## config.mk

```make
export PLATFORM = sky130hd
export DESIGN_NAME = pico_fetch_unit
export DESIGN_NICKNAME = d
export VERILOG_FILES = /design/src/rtl/pico_pkg.sv /design/src/rtl/pico_sync_fifo.sv /design/src/rtl/pico_fetch_unit.sv
export SDC_FILE = /design/constraint.sdc
export NUM_CORES = 1
export LEC_CHECK = 0
export ABC_AREA = 1
export BUFFER_PORTS_ARGS = -buffer_cell sky130_fd_sc_hd__buf_2
export CAP_MARGIN = 20
export CORE_UTILIZATION = 50
export CTS_CLUSTER_DIAMETER = 150
export DETAILED_ROUTE_END_ITERATION = 12
export PLACE_DENSITY = 0.69
export SETUP_SLACK_MARGIN = 0.5
export SLEW_MARGIN = 0
export SYNTH_ARGS = -nofsm -noshare
export SYNTH_HDL_FRONTEND = slang
export SYNTH_SLANG_ARGS = --single-unit
```

## constraint.sdc

```tcl
create_clock -name clk -period 5.8 [get_ports clk]
set_input_delay 1.16 -clock clk [delete_from_list [all_inputs] [get_ports clk]]
set_output_delay 1.16 -clock clk [all_outputs]
set_load 0.02 [all_outputs]
```

## src/rtl/pico_pkg.sv

```systemverilog
// Shared types and elaboration-time helpers for the PicoRISC-V fetch front-end.
package pico_pkg;

  typedef enum logic {
    S_HOLD  = 1'b0,
    S_FETCH = 1'b1
  } fetch_state_t;

  // ceil(log2(n)); returns 0 for n<=1
  function automatic int lg2(input int n);
    int r;
    r = 0;
    for (int i = 0; i < 31; i++)
      if ((1 << i) < n) r = i + 1;
    return r;
  endfunction

  // counters and pointers never shrink below one bit
  function automatic int max1(input int n);
    return (n < 1) ? 1 : n;
  endfunction

  function automatic int beats_of(input int instr_w, input int bus_w);
    return instr_w / bus_w;
  endfunction

endpackage

```

## src/rtl/pico_sync_fifo.sv

```systemverilog
// Synchronous FIFO with flush; head entry is read straight from the storage registers.
module pico_sync_fifo
  import pico_pkg::*;
#(
  parameter int WIDTH = 24,
  parameter int DEPTH = 4,
  parameter int PTR_W = max1(lg2(DEPTH)),
  parameter int CNT_W = lg2(DEPTH) + 1
) (
  input  logic             clk,
  input  logic             rst,
  input  logic             push,
  input  logic [WIDTH-1:0] push_data,
  input  logic             pop,
  input  logic             flush,
  output logic [WIDTH-1:0] head_data,
  output logic             head_valid,
  output logic [CNT_W-1:0] count
);

  logic [WIDTH-1:0] mem [DEPTH];
  logic [PTR_W-1:0] wr_ptr, rd_ptr;
  logic             do_push, do_pop;

  assign do_pop  = pop && (count != '0);
  assign do_push = push && ((count != CNT_W'(DEPTH)) || do_pop);

  always_ff @(posedge clk or posedge rst) begin
    if (rst) begin
      wr_ptr <= '0;
      rd_ptr <= '0;
      count  <= '0;
      for (int i = 0; i < DEPTH; i++) mem[i] <= '0;
    end else if (flush) begin
      wr_ptr <= '0;
      rd_ptr <= '0;
      count  <= '0;
    end else begin
      if (do_push) begin
        mem[wr_ptr] <= push_data;
        wr_ptr      <= wr_ptr + 1'b1;
      end
      if (do_pop) rd_ptr <= rd_ptr + 1'b1;
      count <= count + CNT_W'(do_push) - CNT_W'(do_pop);
    end
  end

  assign head_data  = mem[rd_ptr];
  assign head_valid = (count != '0);

endmodule

```

## src/rtl/pico_fetch_unit.sv

```systemverilog
// Instruction fetch front-end: assembles BUS_W beats into instructions and queues them with their PC.
// Optional PICO_FETCH_PERF_EN adds saturating fetched/flushed event counters.
module pico_fetch_unit
  import pico_pkg::*;
#(
  parameter int PC_W     = 8,
  parameter int INSTR_W  = 16,
  parameter int BUS_W    = 8,
  parameter int DEPTH    = 4,
  parameter int RESET_PC = 0
) (
  input  logic                                  clk,
  input  logic                                  rst,
  output logic                                  mem_req,
  output logic [PC_W+lg2(INSTR_W/BUS_W)-1:0]    mem_addr,
  input  logic                                  mem_ack,
  input  logic [BUS_W-1:0]                      mem_rdata,
  output logic                                  instr_valid,
  input  logic                                  instr_ready,
  output logic [INSTR_W-1:0]                    instr_data,
  output logic [PC_W-1:0]                       instr_pc,
  input  logic                                  redirect_valid,
  input  logic [PC_W-1:0]                       redirect_pc
`ifdef PICO_FETCH_PERF_EN
  ,
  output logic [15:0]                           perf_fetched,
  output logic [15:0]                           perf_flushed
`endif
);

  localparam int BEATS    = beats_of(INSTR_W, BUS_W);
  localparam int BEATS_LG = lg2(BEATS);
  localparam int BEAT_W   = max1(BEATS_LG);
  localparam int ADDR_W   = PC_W + BEATS_LG;
  localparam int CNT_W    = lg2(DEPTH) + 1;

  fetch_state_t        state;
  logic [PC_W-1:0]     pc;
  logic [BEAT_W-1:0]   beat;
  logic [INSTR_W-1:0]  asm_q, asm_nxt;
  logic                fetch_ack, last_beat, push, pop, space;
  logic [CNT_W-1:0]    fifo_count, count_nxt;

  function automatic logic [ADDR_W-1:0] addr_of(input logic [PC_W-1:0] p,
                                                input logic [BEAT_W-1:0] b);
    return (ADDR_W'(p) << BEATS_LG) | ADDR_W'(b);
  endfunction

  assign fetch_ack = (state == S_FETCH) && mem_ack;
  assign last_beat = (beat == BEAT_W'(BEATS - 1));
  assign push      = fetch_ack && last_beat && !redirect_valid;
  assign pop       = instr_valid && instr_ready && !redirect_valid;

  // A new instruction is only started if its eventual push is guaranteed a slot.
  assign count_nxt = fifo_count + CNT_W'(push) - CNT_W'(pop);
  assign space     = (count_nxt < CNT_W'(DEPTH));

  always_comb begin
    asm_nxt = asm_q;
    asm_nxt[int'(beat)*BUS_W +: BUS_W] = mem_rdata;
  end

  always_ff @(posedge clk or posedge rst) begin
    if (rst) begin
      state    <= S_HOLD;
      pc       <= PC_W'(RESET_PC);
      beat     <= '0;
      asm_q    <= '0;
      mem_req  <= 1'b0;
      mem_addr <= '0;
    end else if (redirect_valid) begin
      state    <= S_FETCH;
      pc       <= redirect_pc;
      beat     <= '0;
      mem_req  <= 1'b1;
      mem_addr <= addr_of(redirect_pc, '0);
    end else if (state == S_FETCH) begin
      if (mem_ack) begin
        asm_q <= asm_nxt;
        if (last_beat) begin
          beat <= '0;
          pc   <= pc + 1'b1;
          if (space) begin
            mem_addr <= addr_of(pc + 1'b1, '0);
          end else begin
            state   <= S_HOLD;
            mem_req <= 1'b0;
          end
        end else begin
          beat     <= beat + 1'b1;
          mem_addr <= addr_of(pc, beat + 1'b1);
        end
      end
    end else if (space) begin
      state    <= S_FETCH;
      mem_req  <= 1'b1;
      mem_addr <= addr_of(pc, '0);
    end
  end

  pico_sync_fifo #(
    .WIDTH (INSTR_W + PC_W),
    .DEPTH (DEPTH)
  ) u_fifo (
    .clk        (clk),
    .rst        (rst),
    .push       (push),
    .push_data  ({pc, asm_nxt}),
    .pop        (pop),
    .flush      (redirect_valid),
    .head_data  ({instr_pc, instr_data}),
    .head_valid (instr_valid),
    .count      (fifo_count)
  );

`ifdef PICO_FETCH_PERF_EN
  always_ff @(posedge clk or posedge rst) begin
    if (rst) begin
      perf_fetched <= '0;
      perf_flushed <= '0;
    end else begin
      if (push && perf_fetched != 16'hFFFF) perf_fetched <= perf_fetched + 16'd1;
      if (redirect_valid && perf_flushed != 16'hFFFF) perf_flushed <= perf_flushed + 16'd1;
    end
  end
`else
  // event counters are not built in this configuration
`endif

endmodule

```

# Word-level counts from Yosys, hierarchy flattened
# Cells that the tools add are included.
# totals
regBits,139
inputBits,21
# op_classes
addsub,9
order_cmp,4
n_eq_ne,5
n_shift,2
mux,37
bitwise_logic,4
reduce_logical,23
# ops
cell,n
$bwmux W96,1
$mux W24,3
$mux W9,6
$bmux W24 S2,1
$demux W24 S2,1
$neg A4 Y33,1
$shift A8 B33 Y16 const A,1
$shiftx A8 B33 Y16,1
$mux W8,4
$bwmux W16,1
$mux W1,15
$reduce_bool A2 Y1,5
$ne A3 B3 Y1 const B,3
$or A9 B1 Y9,1
$reduce_and A3 Y1,3
$add A8 B1 Y8 const B,1
$logic_and A1 B1 Y1,8
$mux W2,4
$add A3 B1 Y3,2
$ge A3 B3 Y1 const B,2
$ne A3 B2 Y1 const B,2
$not A2 Y3,2
$reduce_bool A3 Y1,2
$sub A3 B1 Y3,2
other kinds (10),12

# Logic depth before layout (Yosys ltp)
# Gate-level depths: netlist (run 1).
# depth
word_depth,11
depth_mapped,16

# By module
# Synthesis (run 1) repeated with hierarchy kept, for this count alone.
# unflattened
hier_cells,909
area_unflattened_um2,7105.6
# modules_own_cells
mod,n_inst,cells_each,area_each_um2
pico_sync_fifo,1,618,5002.3
pico_fetch_unit,1,291,2103.3

# Worst setup path before layout (run 1)
# No wires, ideal clock.
# synth_path
path_type,input -> register
from,in redirect_valid
to,reg mem_addr[7]
setup_ns,0.118
arrival_ns,2.764
setup_slack_ns,2.917
path_stages,14
n_path_buf,2
path_cell_list,buf_4 clkbuf_1 nor2_1 ha_1 inv_1 ha_1 inv_1 nor2_1 nand3_1 nand3_1 nand3_2 nand2_2 nand2_1 nand2_1
# synth_between
elab_chain_cells,7
# synth_lines
element,line_no,source
start: declaration,pico_fetch_unit.sv:22,"input logic redirect_valid,"
$logic_not A1 Y1,"pico_fetch_unit.sv:51, pico_fetch_unit.sv:52",
$logic_and A1 B1 Y1,pico_fetch_unit.sv:51,assign push = fetch_ack && last_beat && !redirect_valid;
$add A3 B1 Y3,pico_fetch_unit.sv:55,assign count_nxt = fifo_count + CNT_W'(push) - CNT_W'(pop);
$sub A3 B1 Y3,pico_fetch_unit.sv:55,
$lt A3 B3 Y1,pico_fetch_unit.sv:56,assign space = (count_nxt < CNT_W'(DEPTH));
$ne A3 B2 Y1 (no line) / $reduce_bool A3 Y1 (equally long branches),n/a,
$reduce_and A3 Y1 (no line),n/a,
end signal: assignment,pico_fetch_unit.sv:76,"mem_addr <= addr_of(redirect_pc, '0);"
end signal: assignment,pico_fetch_unit.sv:84,"mem_addr <= addr_of(pc + 1'b1, '0);"
end signal: assignment,pico_fetch_unit.sv:91,"mem_addr <= addr_of(pc, beat + 1'b1);"
end: declaration,pico_fetch_unit.sv:15,"output logic [PC_W+lg2(INSTR_W/BUS_W)-1:0] mem_addr,"
# Parallel ways exist; a longest one is shown, timed or not.
# A chain may end at the register's enable or synchronous reset.

# Worst setup path in the final report (run 1)
# layout_path
from,reg u_fifo.rd_ptr[0]
to,out instr_data[4]
# layout_between
elab_chain_cells,4
# layout_lines
element,line_no,source
start: declaration,pico_sync_fifo.sv:22,"logic [PTR_W-1:0] wr_ptr, rd_ptr;"
start signal: assignment,pico_sync_fifo.sv:43,if (do_pop) rd_ptr <= rd_ptr + 1'b1;
$not A2 Y3 (implied by the code),pico_sync_fifo.sv:48,assign head_data = mem[rd_ptr];
$bmux W24 S2,pico_sync_fifo.sv:48,
$mux W24 (implied by the code) (2 in series),pico_sync_fifo.sv:48,
end: declaration,pico_fetch_unit.sv:20,"output logic [INSTR_W-1:0] instr_data,"
# Every way passes these cells. The select of a mux whose other input is x is not followed.

==> results.yml, run 1 <==
run_status:
  status: "completed"
timing:
  fin_crit_ns: 3.417
  tightest_slew_ns: 1.019
  rsz0062_at_grt: "no"
  final-max-slew-violation-count: 0
  fmaxAchievable_mhz: 292.7
  hold_viol_final: 0
  clock_skew_ns: 0.01264
  hold_ws_ns: 0.4721
  max_slew_margin_pct: 32.06
  setup_slack_ns: 2.383
  fin_tns_setup_ns: 0
  fin_crit_sh_pct: 58.91
  setup_viol: 0
clock_network:
  cts_max_level: 4
  cts_setup_buffers: 0
  insertion_delay_ns: 0.43
  path_clk_slew_ns: 0.06
  post_cts_resized: 0
  cts-root-buf: "clkbuf_16"
  tritoncts: "done"
  holdBufCountCts: 0
  numCtsBuffers: 17
  clock_sinks: 139
  ctsLongestPathBuffers: 2
min_path:
  min_path_type: "flop to flop"
floorplan:
  die_h_um: 117.6
  coreArea_um2: 12820
  ioPinCount: 56
  start_util_pct: 52.11
  std_cell_rows: 41
  die_w_um: 117.6
  dieArea_um2: 13830
synthesis:
  synth-seq-cells: 139
  syn_nets: 878
  yosysSeqAreaShare_pct: 52.05
  synth-async-reset-ratio_pct: 100.0
  synthTopCellsByArea: "dfrtp_1 52%, nand2_1 17%, o21ai_0 7.6%"
  avgSynthCellArea_um2: 7.890
  yosysWarnings: 0
  yosysTopAreaCell: "dfrtp_1"
  synth_top_area_share_pct: 52.05
  netlist_area_um2: 6683
  synth_cells: 847
  synth_ff_type: "dfrtp_1"
  synth-edff-count: 0
  synth.distinct_cells: 29
detailed_routing:
  first_pass_iters: 5
  drt-initial-drc-count: 482
  viasPerCell: 5.430
  route.detailed.drc: 0
  wl_per_cell_um: 15.33
  routed_wl_um: 16340
  dr_total_vias: 5788
  ant_nets: 0
worst_setup_path:
  crit_family: "buffers and inverters"
  endpoint_kind: "output pin"
  worst_setup_path_start_kind: "flop"
  crit_arrival_ns: 2.26
  r2r_setup_slack_ns: 3.28
  cp_slowest_cell: "inv_2"
  cp-startpoint: "u_fifo.rd_ptr[0]"
  cp_slowest_stage_delay_ns: 0.71
  criticalPathCategory: "flop to output pin"
  r2r_end: "u_fifo.mem[6]"
  r2r_cells: 10
  crit_chain: "inv_2, o21ai_0, o22ai_1, buf_2"
  cp-endpoint: "instr_data[4]"
  critPathMaxFanout: 64
  required_ns: 4.64
  path_buf_inv: 2
  crit_cells: 4
  r2r-start: "beat"
final_layout:
  layout_commonest_cell: "nand2_1"
  final_cell_mix: "299 x nand2_1, 139 x dfrtp_1, 102 x o21ai_0, 62 x inv_1, 55 x buf_2"
  syn_to_final_growth_pct: 13.41
  fill_cells: 1175
  drive_above_1_share_pct: 12.19
  n_antenna_cell: 0
  fin_nets: 913
global_routing:
  grt_pass1_vias: 5371
  grt_overflow: 0
  grt_max_degree: 109
  grtUsageTotal_pct: 25.04
  grt_antenna_before_repair: 0
  grt_pass1_wl_um: 27040
placement:
  io_buffers: 55
  pre_cts_slack_ns: 2.679
  dpl.hpwl_um: 10030
  gp_congestion: 0.9208
power_and_ir_drop:
  p_leak_nw: 3.958
  power_density_nw_per_um2: 455.7
  ir_drop_mv: 0.2133
job:
  drv_cap: 0
sequential cells by signal, summed over array words and instances (netlist names):
name / flops
mem_req: 1
u_fifo.count: 3
mem_addr: 9
u_fifo.rd_ptr: 2
state: 1
pc: 8
asm_q: 16
u_fifo.mem: 96
u_fifo.wr_ptr: 2
beat: 1
where the power goes:
group / switching, mW / leakage (nW) / internal [mW]
registers: 0.115 / 1.76 / 1.18
clock network: 0.400 / 0.288 / 0.667
logic: 0.746 / 1.91 / 0.349
how the worst min path moves through the flow:
stage | from | to | slack (ns) | depth (start not counted)
after floorplan | u_fifo.mem[28] | u_fifo.mem[28] | 0.44 | 2
after global placement | mem_addr[1] | mem_addr[1] | 0.45 | 2
after detailed placement | u_fifo.mem[61] | u_fifo.mem[61] | 0.46 | 2
after CTS | u_fifo.mem[61] | u_fifo.mem[61] | 0.48 | 2
after global routing | u_fifo.mem[53] | u_fifo.mem[53] | 0.49 | 2
final | u_fifo.mem[2] | u_fifo.mem[2] | 0.47 | 2
per-stage QoR:
step / util, % / instances / power [mW] / cell area [um2]
finish: 59.09 / 1066 / 3.454 / 7579
global route: 59.09 / 1066 / 3.654 / 7579
CTS: 58.98 / 1065 / 3.460 / 7564
detailed placement: 54.41 / 1034 / 2.390 / 6978
global placement: 54.41 / 1034 / 2.364 / 6978
floorplan: - / 847 / 2.056 / 6683
cell type report:
class / instances / area, um2 / share of cell area [%]
sequential: 139 / 3478 / 45.90
multi-input combinational: 594 / 2708 / 35.73
clock buffer: 26 / 529.3 / 6.984
timing repair buffer: 59 / 312.8 / 4.127
inverter: 71 / 279.0 / 3.682
tap: 172 / 215.2 / 2.840
clock inverter: 5 / 56.30 / 0.7429
cells by family (layout without fill, tap and decap cells):
logic type | after synthesis | count (layout) | share of synthesized area [%]
AOI/OAI and AO/OA | 201 | 201 | 15.56
buffers and inverters | 114 | 161 | 7.470
xor gates and xnor gates | 1 | 1 | 0.1311
adders and majority gates | 10 | 10 | 1.985
and+or+nand+nor | 382 | 382 | 22.80
DFF | 139 | 139 | 52.05
worst min-delay path, delay by kind of cell, from the launching register on:
family,cells,cell delay (ns)
flops,1,0.34
simple gates,2,0.10
synthesized netlist by cell type, drive strengths merged (3+ instances only):
cell / n
clkbuf: 26
nor2: 51
nand3: 20
nand2: 307
a31oi: 3
o21ai: 155
buf: 17
a21oi: 27
o22ai: 9
inv: 70
o211ai: 6
ha: 9
dfrtp: 139
routing by layer:
metal | vias up | wire, um | GRT usage (%)
met5 | - | 0 | 0
met4 | 0 | 218 | 9.936
met3 | 20 | 1027 | 6.928
li1 | 2791 | - | -
met1 | 2792 | 7822 | 35.80
met2 | 185 | 7273 | 35.92
No activity file was read; power rests on OpenSTA's default activity.
==> run 2: changes to the inputs <==
--- a/config.mk
+++ b/config.mk
@@ -11,7 +11,7 @@
 export CORE_UTILIZATION = 50
 export CTS_CLUSTER_DIAMETER = 150
 export DETAILED_ROUTE_END_ITERATION = 12
-export PLACE_DENSITY = 0.69
+export PLACE_DENSITY = 0.71
 export SETUP_SLACK_MARGIN = 0.5
 export SLEW_MARGIN = 0
 export SYNTH_ARGS = -nofsm -noshare
==> constraint.sdc (replaced) <==
create_clock -name clk -period 2.76 [get_ports clk]
set_input_delay 0.552 -clock clk [delete_from_list [all_inputs] [get_ports clk]]
set_output_delay 0.552 -clock clk [all_outputs]
set_load 0.02 [all_outputs]
==> run 2 against run 1 <==
Against the previous run: register-to-register slack worse by 2.7 ns; cell count increased by 2.2%; global-route usage up 0.15 points; largest power group unchanged.
==> results.yml, run 2 (same netlist as run 1, synthesis figures left out) <==
timing:
  fin_crit_ns: 2.223
  setup_viol: 0
  fin_tns_setup_ns: 0
  fin_crit_sh_pct: 80.54
  fmaxAchievable_mhz: 449.9
  hold_viol_final: 0
  rsz0062_at_grt: "yes"
  final-max-slew-violation-count: 0
  tightest_slew_ns: 0.9327
  max_slew_margin_pct: 37.17
  clock_skew_ns: 0.007873
power_and_ir_drop:
  internal_power_mw: 4.725
  power.share.combinational_pct: 35.3
  swShare_pct: 37.10
  p_seq_share_pct: 36.1
  power.share.clock_pct: 28.6
  p_leak_nw: 4.066
  ir_drop_mv: 0.6353
  power_density_nw_per_um2: 952.1
  finalPower_mw: 7.511
  power.switching_mw: 2.786
run_status:
  status: "completed"
worst_setup_path:
  crit_arrival_ns: 1.67
  r2r_setup_slack_ns: 0.56
  endpoint_kind: "output pin"
  required_ns: 2.21
  worst_setup_path_start_kind: "flop"
  criticalPathCategory: "flop to output pin"
  critPathMaxFanout: 27
floorplan:
  dieArea_um2: 13830
  start_util_pct: 52.11
  ioPinCount: 56
  die_w_um: 117.6
  coreArea_um2: 12820
  std_cell_rows: 41
  die_h_um: 117.6
final_layout:
  top_register: "u_fifo.mem"
  fin_area_um2: 7889
  fin_nets: 936
  n_antenna_cell: 0
  fill_cells: 1132
  drive_above_1_share_pct: 16.68
  final_cell_mix: "296 x nand2_1, 135 x dfrtp_1, 98 x o21ai_0, 58 x inv_1, 57 x o21ai_1"
  layout_commonest_cell: "nand2_1"
  postLayoutCoreUtil_pct: 61.51
  largest_register_ffs: 96
  top_regs: "u_fifo.mem: 96 flops, asm_q: 16 flops, mem_addr: 9 flops"
  syn_to_final_growth_pct: 18.05
global_routing:
  grt_pass1_wl_um: 27430
  grt_util_met3_pct: 4.990
  grt_pass1_vias: 5385
  grt_max_degree: 79
  gr-usage-met2_pct: 37.32
  grt_use_met1_pct: 36.98
  grt_antenna_before_repair: 0
  grt_overflow: 0
  grtUsageTotal_pct: 25.18
  grt.busiest_layer: "met2"
clock_network:
  holdBufCountCts: 0
  path_clk_slew_ns: 0.06
  tritoncts: "done"
  numCtsBuffers: 17
  clock_sinks: 139
  ctsLongestPathBuffers: 2
  insertion_delay_ns: 0.42
  cts_max_level: 4
  cts-root-buf: "clkbuf_16"
placement:
  place_area_um2: 7087
  io_buffers: 55
  dpl.hpwl_um: 10090
  gp_congestion: 0.8445
detailed_routing:
  dr_total_vias: 5765
  route.detailed.drc: 0
  wl_per_cell_um: 15.13
  routed_wl_um: 16480
  ant_nets: 0
  first_pass_iters: 5
  viasPerCell: 5.294
  drt-initial-drc-count: 445
job:
  drv_cap: 0
min_path:
  min_path_type: "input port to async pin"
[run 2: changes by cell type in the layout (fill, tap and decap cells not counted), sizes merged]
cell	before	now
buf	59	79
clkbuf	26	20
clkinvlp	1	6
clkinv	4	6
nand2	307	308
nand3	20	21
[run 2: path summary, 6_finish.rpt]
path,from,cells after the start,to
max in group asynchronous,rst,3,u_fifo.mem[81]
worst max-delay path,u_fifo.rd_ptr[1],5,instr_data[14]
worst min-delay path,rst,2,u_fifo.mem[43]
worst max register to register,u_fifo.count[2],16,mem_addr[7]
worst min register to register,u_fifo.mem[8],2,u_fifo.mem[8]
min in group clk,redirect_pc[5],3,pc[5]
[run 2: layout make-up]
cell class / instances / area (um2) / area share, %
clock inverters: 11 / 96.34 / 1.221
clock buffers: 20 / 466.7 / 5.916
repair inverters: 1 / 3.754 / 0.04758
multi-input cells: 596 / 2808 / 35.59
flip-flops and latches: 139 / 3483 / 44.16
repair buffers: 79 / 533.0 / 6.757
well taps: 172 / 215.2 / 2.728
inverters: 71 / 282.8 / 3.584
[run 2: worst max-delay path, cell delays in order, from the launching register on]
cell and delay, ns:
dfrtp_2 0.41, inv_1 0.12, buf_12 0.18, o21ai_0 0.10, o21ai_1 0.23, buf_4 0.19
[run 2: per-stage QoR]
| step | instances | setup WS (ns) | hold WS, ns |
|---|---|---|---|
| 5_1_grt | 1089 | 0.4116 | 0.1017 |
| 6_report | 1089 | 0.5371 | 0.08848 |
| 2_1_floorplan | 847 | 0.4729 | 0.4436 |
| 4_1_cts | 1081 | 0.5075 | 0.08580 |
| 3_3_place_gp | 1047 | 0.3447 | 0.4528 |
| 3_5_place_dp | 1047 | 0.2940 | 0.4598 |
[run 2: timing repair]
| action | in CTS | in global routing |
|---|---|---|
| setup endpoints to repair | 33 | 22 |
| cloned | 1 | 2 |
| pin swaps | 3 | 11 |
| resized for setup | 25 | 25 |
| setup buffers | 2 | 6 |
[run 2: power groups by stage]
stage                     logic (mW)  clock network [mW]  registers, mW
final                           2.65                2.15           2.71
after global routing            2.92                2.29           2.77
after CTS                       2.46                2.18           2.70
after detailed placement        2.33                   0           2.72
after global placement          2.30                   0           2.72
after floorplan                 1.60                   0           2.72
[run 2: routing by layer]
metal / up-vias / routed length (um) / part of all wire (%)
met2: 219 / 7487 / 45
met1: 2701 / 7806 / 47
met5: - / 0 / 0
met3: 14 / 1023 / 6.2
li1: 2831 / - / -
met4: 0 / 163 / 0.99
==> run 3: changes to the inputs <==
--- a/config.mk
+++ b/config.mk
@@ -11,7 +11,7 @@
 export CORE_UTILIZATION = 50
 export CTS_CLUSTER_DIAMETER = 150
 export DETAILED_ROUTE_END_ITERATION = 12
-export PLACE_DENSITY = 0.71
+export PLACE_DENSITY = 0.69
 export SETUP_SLACK_MARGIN = 0.5
 export SLEW_MARGIN = 0
 export SYNTH_ARGS = -nofsm -noshare
==> constraint.sdc (replaced) <==
create_clock -name clk -period 2.3 [get_ports clk]
set_input_delay 0.46 -clock clk [delete_from_list [all_inputs] [get_ports clk]]
set_output_delay 0.46 -clock clk [all_outputs]
set_load 0.02 [all_outputs]
==> run 3 against run 2 <==
Against the previous run: power up 38%; highest routed layer unchanged; combinational power up 56%; critical endpoint is now instr_data[13]; sequential power up 21%; critical path depth up 2; cell count up 1.8%.
==> results.yml, run 3 (same netlist as run 1, synthesis figures left out) <==
clock_network:
  numCtsBuffers: 17
  clock_sinks: 139
  insertion_delay_ns: 0.43
  path_clk_slew_ns: 0.06
  tritoncts: "done"
  ctsLongestPathBuffers: 2
  cts_max_level: 4
  cts-root-buf: "clkbuf_16"
final_layout:
  fin_area_um2: 8630
  multi_input_area_um2: 3025
  fin_nets: 955
  seq_area_um2: 3481
  top_register: "u_fifo.mem"
  top_regs: "u_fifo.mem: 96 flops, asm_q: 16 flops, mem_addr: 9 flops"
  drive_above_1_share_pct: 23.69
  final_cell_mix: "291 x nand2_1, 137 x dfrtp_1, 85 x o21ai_1, 57 x inv_1, 54 x o21ai_0"
  fill_cells: 1025
  largest_register_ffs: 96
  n_antenna_cell: 0
  layout_commonest_cell: "nand2_1"
  syn_to_final_growth_pct: 29.13
detailed_routing:
  dr_total_vias: 6134
  wl_per_cell_um: 17.02
  route.detailed.drc: 0
  first_pass_iters: 5
  viasPerCell: 5.531
  ant_nets: 0
  drt-initial-drc-count: 655
  routed_wl_um: 18880
timing:
  clock_skew_ns: 0.007837
  final-max-slew-violation-count: 0
  fin_crit_ns: 2.145
  fin_crit_sh_pct: 93.25
  max_slew_margin_pct: 48.02
  setup_viol: 0
  fmaxAchievable_mhz: 466.3
  rsz0062_at_grt: "yes"
  tightest_slew_ns: 0.7797
  setup_slack_ns: 0.1553
  hold_viol_final: 0
global_routing:
  grt_pass1_wl_um: 30040
  grt_overflow: 0
  grt_antenna_before_repair: 0
  grt_max_degree: 140
  grt_pass1_vias: 5890
  grtUsageTotal_pct: 27.97
placement:
  dpl.hpwl_um: 10460
  io_buffers: 55
  gp_congestion: 0.8881
  pre_cts_slack_ns: -0.009695
  place_area_um2: 7176
worst_setup_path:
  critPathMostFrequentCell: "o21ai_1"
  cp_slowest_cell: "dfrtp_2"
  crit_family: "buffers and inverters"
  worst_setup_path_start_kind: "flop"
  endpoint_kind: "output pin"
  cp-startpoint: "u_fifo.rd_ptr[0]"
  criticalPathCategory: "flop to output pin"
  crit_arrival_ns: 1.68
  r2r-start: "u_fifo.count[1]"
  critPathMaxFanout: 8
  cp_slowest_stage_delay_ns: 0.42
  required_ns: 1.84
  path_buf_inv: 4
  crit_chain: "inv_6, buf_6, buf_16, a21oi_2, o21ai_1, o21ai_1, buf_4"
power_and_ir_drop:
  p_seq_share_pct: 31.6
  power.share.clock_pct: 28.7
  internal_power_mw: 6.653
  power_density_nw_per_um2: 1205
  ir_drop_mv: 0.6572
  power.share.combinational_pct: 39.7
  power.switching_mw: 3.742
  p_leak_nw: 4.323
  swShare_pct: 36.00
floorplan:
  dieArea_um2: 13830
  start_util_pct: 52.11
  coreArea_um2: 12820
  ioPinCount: 56
  die_h_um: 117.6
  std_cell_rows: 41
  die_w_um: 117.6
job:
  drv_cap: 0
min_path:
  min_path_type: "input port to async pin"
run_status:
  status: "completed"
==> run 3: power groups by stage <==
stage	Combinational (mW)	Clock [mW]	Sequential (mW)
finish	4.13	2.98	3.28
global route	4.45	3.12	3.33
CTS	3.91	3.01	3.26
detailed placement	2.89	0	3.28
global placement	2.82	0	3.26
floorplan	1.97	0	3.27
==> run 3: layer usage <==
layer	wire [um]	up-vias	GRT usage, %
met2	8752	232	42.57
li1	-	2879	-
met3	1345	38	5.620
met4	387	0	11.70
met1	8393	2985	38.81
met5	0	-	1.838
==> run 3: final timing paths <==
check                                    to  slack (ns)  cells after the start
setup / recovery             instr_data[13]        0.16                      7
hold / removal               u_fifo.mem[91]        0.23                      3
setup reg to reg                mem_addr[2]        0.20                     16
hold reg to reg                 mem_addr[5]        0.47                      2
max in group asynchronous  u_fifo.rd_ptr[0]        1.42                      3
min in group clk                      pc[5]        0.29                      3
==> run 3: repair_timing <==
action,CTS,global route
resized for setup,129,46
pin swaps,23,9
hold buffers,0,0
hold endpoints to repair,0,0
setup buffers,12,3
cloned,10,1
endpoints found under the setup margin,47,109
==> run 3: worst reg2reg max path, cell delays in order, from the launching register on <==
cell and delay, ns:
dfrtp_1 0.38, nor2_2 0.07, a21oi_2 0.15, inv_2 0.07, nor2_4 0.10, ha_4 0.14
inv_2 0.04, ha_4 0.25, inv_2 0.03, nor2_2 0.08, nand3_2 0.12, nand2_2 0.12
nand2_4 0.08, nand3_4 0.12, nand2_4 0.10, nand2_2 0.09, nand2_1 0.05
==> run 3: cell type report <==
type                       instances  share of cell area [%]
timing repair buffer              98                   11.03
sequential                       139                   40.34
timing repair inverter             1                 0.08699
clock buffer                      22                   5.611
inverter                          71                   3.494
multi-input combinational        596                   35.06
tap                              172                   2.494
clock inverter                    10                   1.885
==> run 3: per-stage QoR <==
stage / instances / setup TNS [ns] / util (%) / hold WS (ns) / power, mW
floorplan: 847 / 0 / - / 0.4436 / 5.239
global placement: 1051 / 0 / 55.95 / 0.4530 / 6.085
detailed placement: 1051 / -0.01450 / 55.95 / 0.4570 / 6.174
CTS: 1105 / 0 / 65.98 / 0.2806 / 10.17
global route: 1109 / 0 / 67.29 / 0.3129 / 10.91
finish: 1109 / 0 / 67.29 / 0.2254 / 10.40
